===== config.mk =====
export PLATFORM = sky130hd
export DESIGN_NAME = reg_file_mp
export DESIGN_NICKNAME = d
export VERILOG_FILES = /design/src/rtl/reg_file_pkg.sv /design/src/rtl/reg_file_clr_ctrl.sv /design/src/rtl/reg_file_mp.sv
export SDC_FILE = /design/constraint.sdc
export NUM_CORES = 1
export LEC_CHECK = 0
export CORE_MARGIN = 8
export CORE_UTILIZATION = 60
export CTS_CLUSTER_DIAMETER = 150
export DETAILED_ROUTE_END_ITERATION = 10
export PLACE_DENSITY = 0.74
export SYNTH_ARGS = -nofsm -noshare
export SYNTH_HDL_FRONTEND = slang
export SYNTH_SLANG_ARGS = --single-unit

===== constraint.sdc =====
create_clock -name clk -period 4.07 [get_ports clk]
set_input_delay 0.814 -clock clk [delete_from_list [all_inputs] [get_ports clk]]
set_output_delay 0.814 -clock clk [all_outputs]
set_load 0.005 [all_outputs]

===== src/rtl/reg_file_pkg.sv =====
// reg_file_pkg: shared constants and clear-FSM state type
// for the multi-port register file.
package reg_file_pkg;

  localparam int XLEN_DEF = 32;
  localparam int AW_DEF   = 5;

  typedef enum logic {
    RF_IDLE,
    RF_CLEAR
  } rf_state_e;

endpackage


===== src/rtl/reg_file_clr_ctrl.sv =====
// reg_file_clr_ctrl: sequential clear engine that sweeps
// every address once after reset or on a clear request.
module reg_file_clr_ctrl
  import reg_file_pkg::*;
#(
  parameter int AW = AW_DEF
) (
  input  logic          clk,
  input  logic          rst,
  input  logic          clr_req_i,
  output logic          busy_o,
  output logic          clr_we_o,
  output logic [AW-1:0] clr_addr_o
);

  localparam int DEPTH = 2 ** AW;
  localparam logic [AW:0] LAST = (AW + 1)'(DEPTH - 1);

  rf_state_e   state_q, state_d;
  logic [AW:0] cnt_q, cnt_d;

  // State and sweep counter; reset restarts the sweep at 0.
  always_ff @(posedge clk) begin
    if (rst) begin
      state_q <= RF_CLEAR;
      cnt_q   <= '0;
    end else begin
      state_q <= state_d;
      cnt_q   <= cnt_d;
    end
  end

  // Next state: a request in CLEAR is ignored, no restart.
  always_comb begin
    state_d = state_q;
    cnt_d   = cnt_q;
    unique case (state_q)
      RF_IDLE: begin
        if (clr_req_i) begin
          state_d = RF_CLEAR;
          cnt_d   = '0;
        end
      end
      RF_CLEAR: begin
        cnt_d = cnt_q + 1'b1;
        if (cnt_q == LAST) begin
          state_d = RF_IDLE;
        end
      end
      default: begin
        state_d = RF_IDLE;
        cnt_d   = '0;
      end
    endcase
  end

  // Outputs: one zero-write per edge while clearing.
  always_comb begin
    busy_o     = (state_q == RF_CLEAR);
    clr_we_o   = busy_o;
    clr_addr_o = cnt_q[AW-1:0];
  end

endmodule


===== src/rtl/reg_file_mp.sv =====
// reg_file_mp: parametrised multi-read-port register file
// with hardwired x0, optional write bypass and clear engine.
module reg_file_mp
  import reg_file_pkg::*;
#(
  parameter int XLEN   = XLEN_DEF,
  parameter int AW     = AW_DEF,
  parameter int NRD    = 2,
  parameter int BYPASS = 1
) (
  input  logic                clk,
  input  logic                rst,
  input  logic [NRD*AW-1:0]   rs_addr,
  output logic [NRD*XLEN-1:0] rs_data,
  input  logic                reg_write,
  input  logic [AW-1:0]       rd_addr,
  input  logic [XLEN-1:0]     rd_data,
  input  logic                clr_req,
  output logic                busy
);

  localparam int DEPTH = 2 ** AW;
  localparam bit BYP   = (BYPASS != 0);

  logic [XLEN-1:0] mem_q [DEPTH];
  logic            clr_we;
  logic [AW-1:0]   clr_addr;
  logic            wr_ok;

  reg_file_clr_ctrl #(
    .AW (AW)
  ) u_clr (
    .clk        (clk),
    .rst        (rst),
    .clr_req_i  (clr_req),
    .busy_o     (busy),
    .clr_we_o   (clr_we),
    .clr_addr_o (clr_addr)
  );

  // A clear request in the same cycle drops the user write.
  assign wr_ok = reg_write && !busy && !clr_req
              && (rd_addr != '0);

  // Array update: the clear sweep has priority.
  always_ff @(posedge clk) begin
    if (clr_we) begin
      mem_q[clr_addr] <= '0;
    end else if (wr_ok) begin
      mem_q[rd_addr] <= rd_data;
    end
  end

  for (genvar i = 0; i < NRD; i++) begin : g_rd
    logic [AW-1:0] ra;
    logic          hit;

    assign ra  = rs_addr[i*AW +: AW];
    assign hit = BYP && wr_ok && (ra == rd_addr);

    assign rs_data[i*XLEN +: XLEN] =
      (busy || ra == '0) ? '0 :
      hit                ? rd_data :
                           mem_q[ra];
  end

endmodule


==> flow_metrics.py <==
metrics = {
    "finish": {
        "fill_cells": 4753,
        "final_cell_mix": "edfxtp_1 (1024), mux4_2 (384), buf_4 (306)",
        "final_common_cell": "edfxtp_1",
        "final_util_pct": 73.1,
        "seqCellArea_um2": 30900,
        "layout-drive-gt1-share_pct": 34.3,
        "multi_input_area_um2": 17200,
        "nets": 3118,
        "finalNonFillerCells": 4213,
        "syn2layout_area_growth_pct": 21.3,
    },
    "die": {
        "start_util_pct": 60.3,
        "core_um2": 80200,
        "dieHeight_um": 300,
        "ios": 116,
        "row_count": 104,
        "die-area_um2": 89900,
        "die_w_um": 300,
    },
    "placement": {
        "io_buffers": 115,
        "dpl_worst_slack_ns": -0.308,
        "place.gp.congestion": 0.975,
        "place.detailed.hpwl_um": 102000,
        "place_inst": 3990,
    },
    "synth": {
        "seq_area_frac_synth_pct": 63.9,
        "synth_top_area_share_pct": 63.6,
        "synthTopCellsByArea": "edfxtp_1 (64%), mux4_2 (18%), mux2i_1 (5.3%), a22oi_1 (3.0%), a221oi_1 (2.3%)",
        "ys_types": 42,
        "ys_ff_latch": 1031,
        "synth_edf_count": 1024,
        "dominantRegCellSynth": "edfxtp_1",
        "synth_top_area_cell": "edfxtp_1",
        "syn_nets": 2696,
        "yosys_warnings": 0,
        "syn_area_um2": 48300,
        "synthArstFlopShare_pct": 0,
        "syn_avg_cell_area_um2": 18.3,
        "syn_inst": 2644,
    },
    "timing": {
        "slew_headroom_pct": 25.2,
        "final.period_utilization_pct": 100,
        "clock_skew_ns": 0.0146,
        "rsz0062_at_grt": "yes",
        "fmax_mhz": 245,
        "setup_viol": 4,
        "final.setup.tns_ns": -0.0360,
        "layout_min_cycle_time_ns": 4.09,
        "slew_viol_final": 0,
        "hold_viol": 0,
        "tightest_slew_ns": 1.12,
        "final.setup.worst_slack_ns": -0.0194,
    },
    "clock_network": {
        "cts_tree": "built",
        "h-tree-depth": 3,
        "clock_path_buffers": 3,
        "clkTransAtPathRegs_ns": 0.06,
        "clk_latency_ns": 0.67,
        "cts_buffers": 103,
        "cts_sinks": 1031,
        "cts_root_buf": "clkbuf_16",
    },
    "detailed_routing": {
        "routed-wl-met3_um": 22800,
        "post_drt_wl_per_cell_um": 38.2,
        "drcViolationCount": 0,
        "first_pass_iters": 7,
        "vias": 32000,
        "met1_length_um": 54100,
        "antenna_left": 0,
        "highest_layer": "met5",
        "drtIter0Drc": 4733,
        "viasPerCell": 7.58,
        "wl_met2_um": 73500,
        "wl_um": 161000,
    },
    "worst_setup_path": {
        "start_kind": "input port",
        "path_class": "input port to output port",
        "crit_arrival_ns": 3.28,
        "r2r-start": "u_clr.busy_o",
        "cp-end-kind": "output port",
        "crit_start": "rs_addr[5]",
        "worst-path-max-fanout": 28,
        "worstPathRequired_ns": 3.26,
    },
    "power_and_ir_drop": {
        "power_switching_mw": 5.30,
        "power_density_nw_per_um2": 397,
        "power_frac_seq_pct": 50.1,
        "pwr-share-clk_pct": 41.0,
        "power_frac_comb_pct": 8.9,
        "p_leak_nw": 21.5,
        "p_int_mw": 18.0,
        "power_mw": 23.3,
        "peakVddDrop_uv": 479,
        "sw_frac_of_total_pct": 22.8,
    },
    "global_routing": {
        "grt_pass1_wl_um": 230000,
        "grt_pass1_vias": 32900,
        "grt_max_degree": 46,
        "antenna_found_initial": 6,
        "track_usage_pct": 35.2,
        "overflow": 0,
    },
    "worst_hold_path": {
        "worstHoldPathType": "register to register",
        "hp-start": "u_clr.cnt_q[5]",
    },
    "run": {
        "drv_cap": 0,
    },
    "status": {
        "failed_checks": "setup timing",
        "status": "finished, violations left",
    },
}
## power by group through the flow
stage,clock network (mW),logic [mW],registers (mW)
floorplan,0,1.05,11.9
global placement,0,1.94,11.9
detailed placement,0,1.94,11.9
CTS,9.57,1.98,11.7
global route,9.95,2.12,11.7
finish,9.54,2.07,11.7
## cells in the mapped netlist (all sizes together), types with 2 or more instances
| cell type | n |
|---|---|
| and2 | 34 |
| inv | 6 |
| nor4 | 3 |
| nor2 | 48 |
| a221oi | 128 |
| clkbuf | 129 |
| nand2b | 3 |
| o32ai | 2 |
| edfxtp | 1024 |
| o311ai | 3 |
| nor3b | 4 |
| o31ai | 2 |
| nand2 | 13 |
| a211o | 64 |
| a31oi | 5 |
| mux4 | 384 |
| nand3 | 4 |
| o22ai | 3 |
| a22oi | 192 |
| nor2b | 5 |
| nor3 | 6 |
| a21oi | 136 |
| xnor2 | 10 |
| buf | 94 |
| o21bai | 65 |
| dfxtp | 7 |
| a41oi | 2 |
| mux2i | 256 |
| o21ai | 2 |
| nor4b | 2 |
## registers in the layout (all words and copies together), names as in the netlist
signal and count:
u_clr.busy_o 1, u_clr.cnt_q 6, mem_q 1024
## cell type report
type | instances | share of cell area, %
diodes | 2 | 0.00854
clock buffers | 114 | 4.50
clock inverters | 76 | 1.24
inverters | 6 | 0.0384
multi-input cells | 1384 | 29.3
flip-flops and latches | 1031 | 52.7
well taps | 1060 | 2.26
repair buffers | 540 | 9.98
## layer usage
layer | vias up | global-route usage (%)
li1 | 12400 | -
met3 | 593 | 10.8
met1 | 16300 | 45.6
met4 | 8 | 19.1
met2 | 2713 | 53.5
met5 | - | 0.541
## metrics by stage
| stage | hold WS (ns) | area [um2] |
|---|---|---|
| after floorplan | 0.469 | 48300 |
| after global placement | 0.496 | 54400 |
| after detailed placement | 0.525 | 54400 |
| after CTS | 0.536 | 58200 |
| after global routing | 0.555 | 58600 |
| final | 0.542 | 58600 |
## critical path, cell delays in order
cell	delay, ns
buf_16	0.19
buf_12	0.27
buf_4	0.18
mux2i_1	0.24
a221oi_1	0.15
buf_4	0.17
a22oi_2	0.32
a21oi_1	0.15
a211o_1	0.27
clkdlybuf4s50_1	0.47
## final timing paths
| kind | endpoint | slack [ns] | cells after the start |
|---|---|---|---|
| hold / removal | u_clr.cnt_q[5] | 0.54 | 2 |
| hold reg to reg | u_clr.cnt_q[5] | 0.54 | 2 |
| setup / recovery | rs_data[42] | -0.02 | 10 |
| setup reg to reg | mem_q[30][0] | 1.00 | 9 |
## timing repair
action,in CTS,in global routing
gates cloned,4,5
endpoints found under the hold margin,0,0
hold buffers,0,0
pin swaps,6,9
setup buffers,14,8
setup endpoints to repair,64,41
resized for setup,86,49
## logic make-up after synthesis
kind of cell	count (synthesis)	share of synthesized area (%)
and+or+nand+nor	124	1.30
xor gates and xnor gates	10	0.181
muxes	640	23.2
buffers and inverters	229	2.05
AOI/OAI and AO/OA	609	9.37
DFF	1031	63.9
adders and majority gates	1	0.0259
Note: power is estimated with default switching activity, not from simulation.
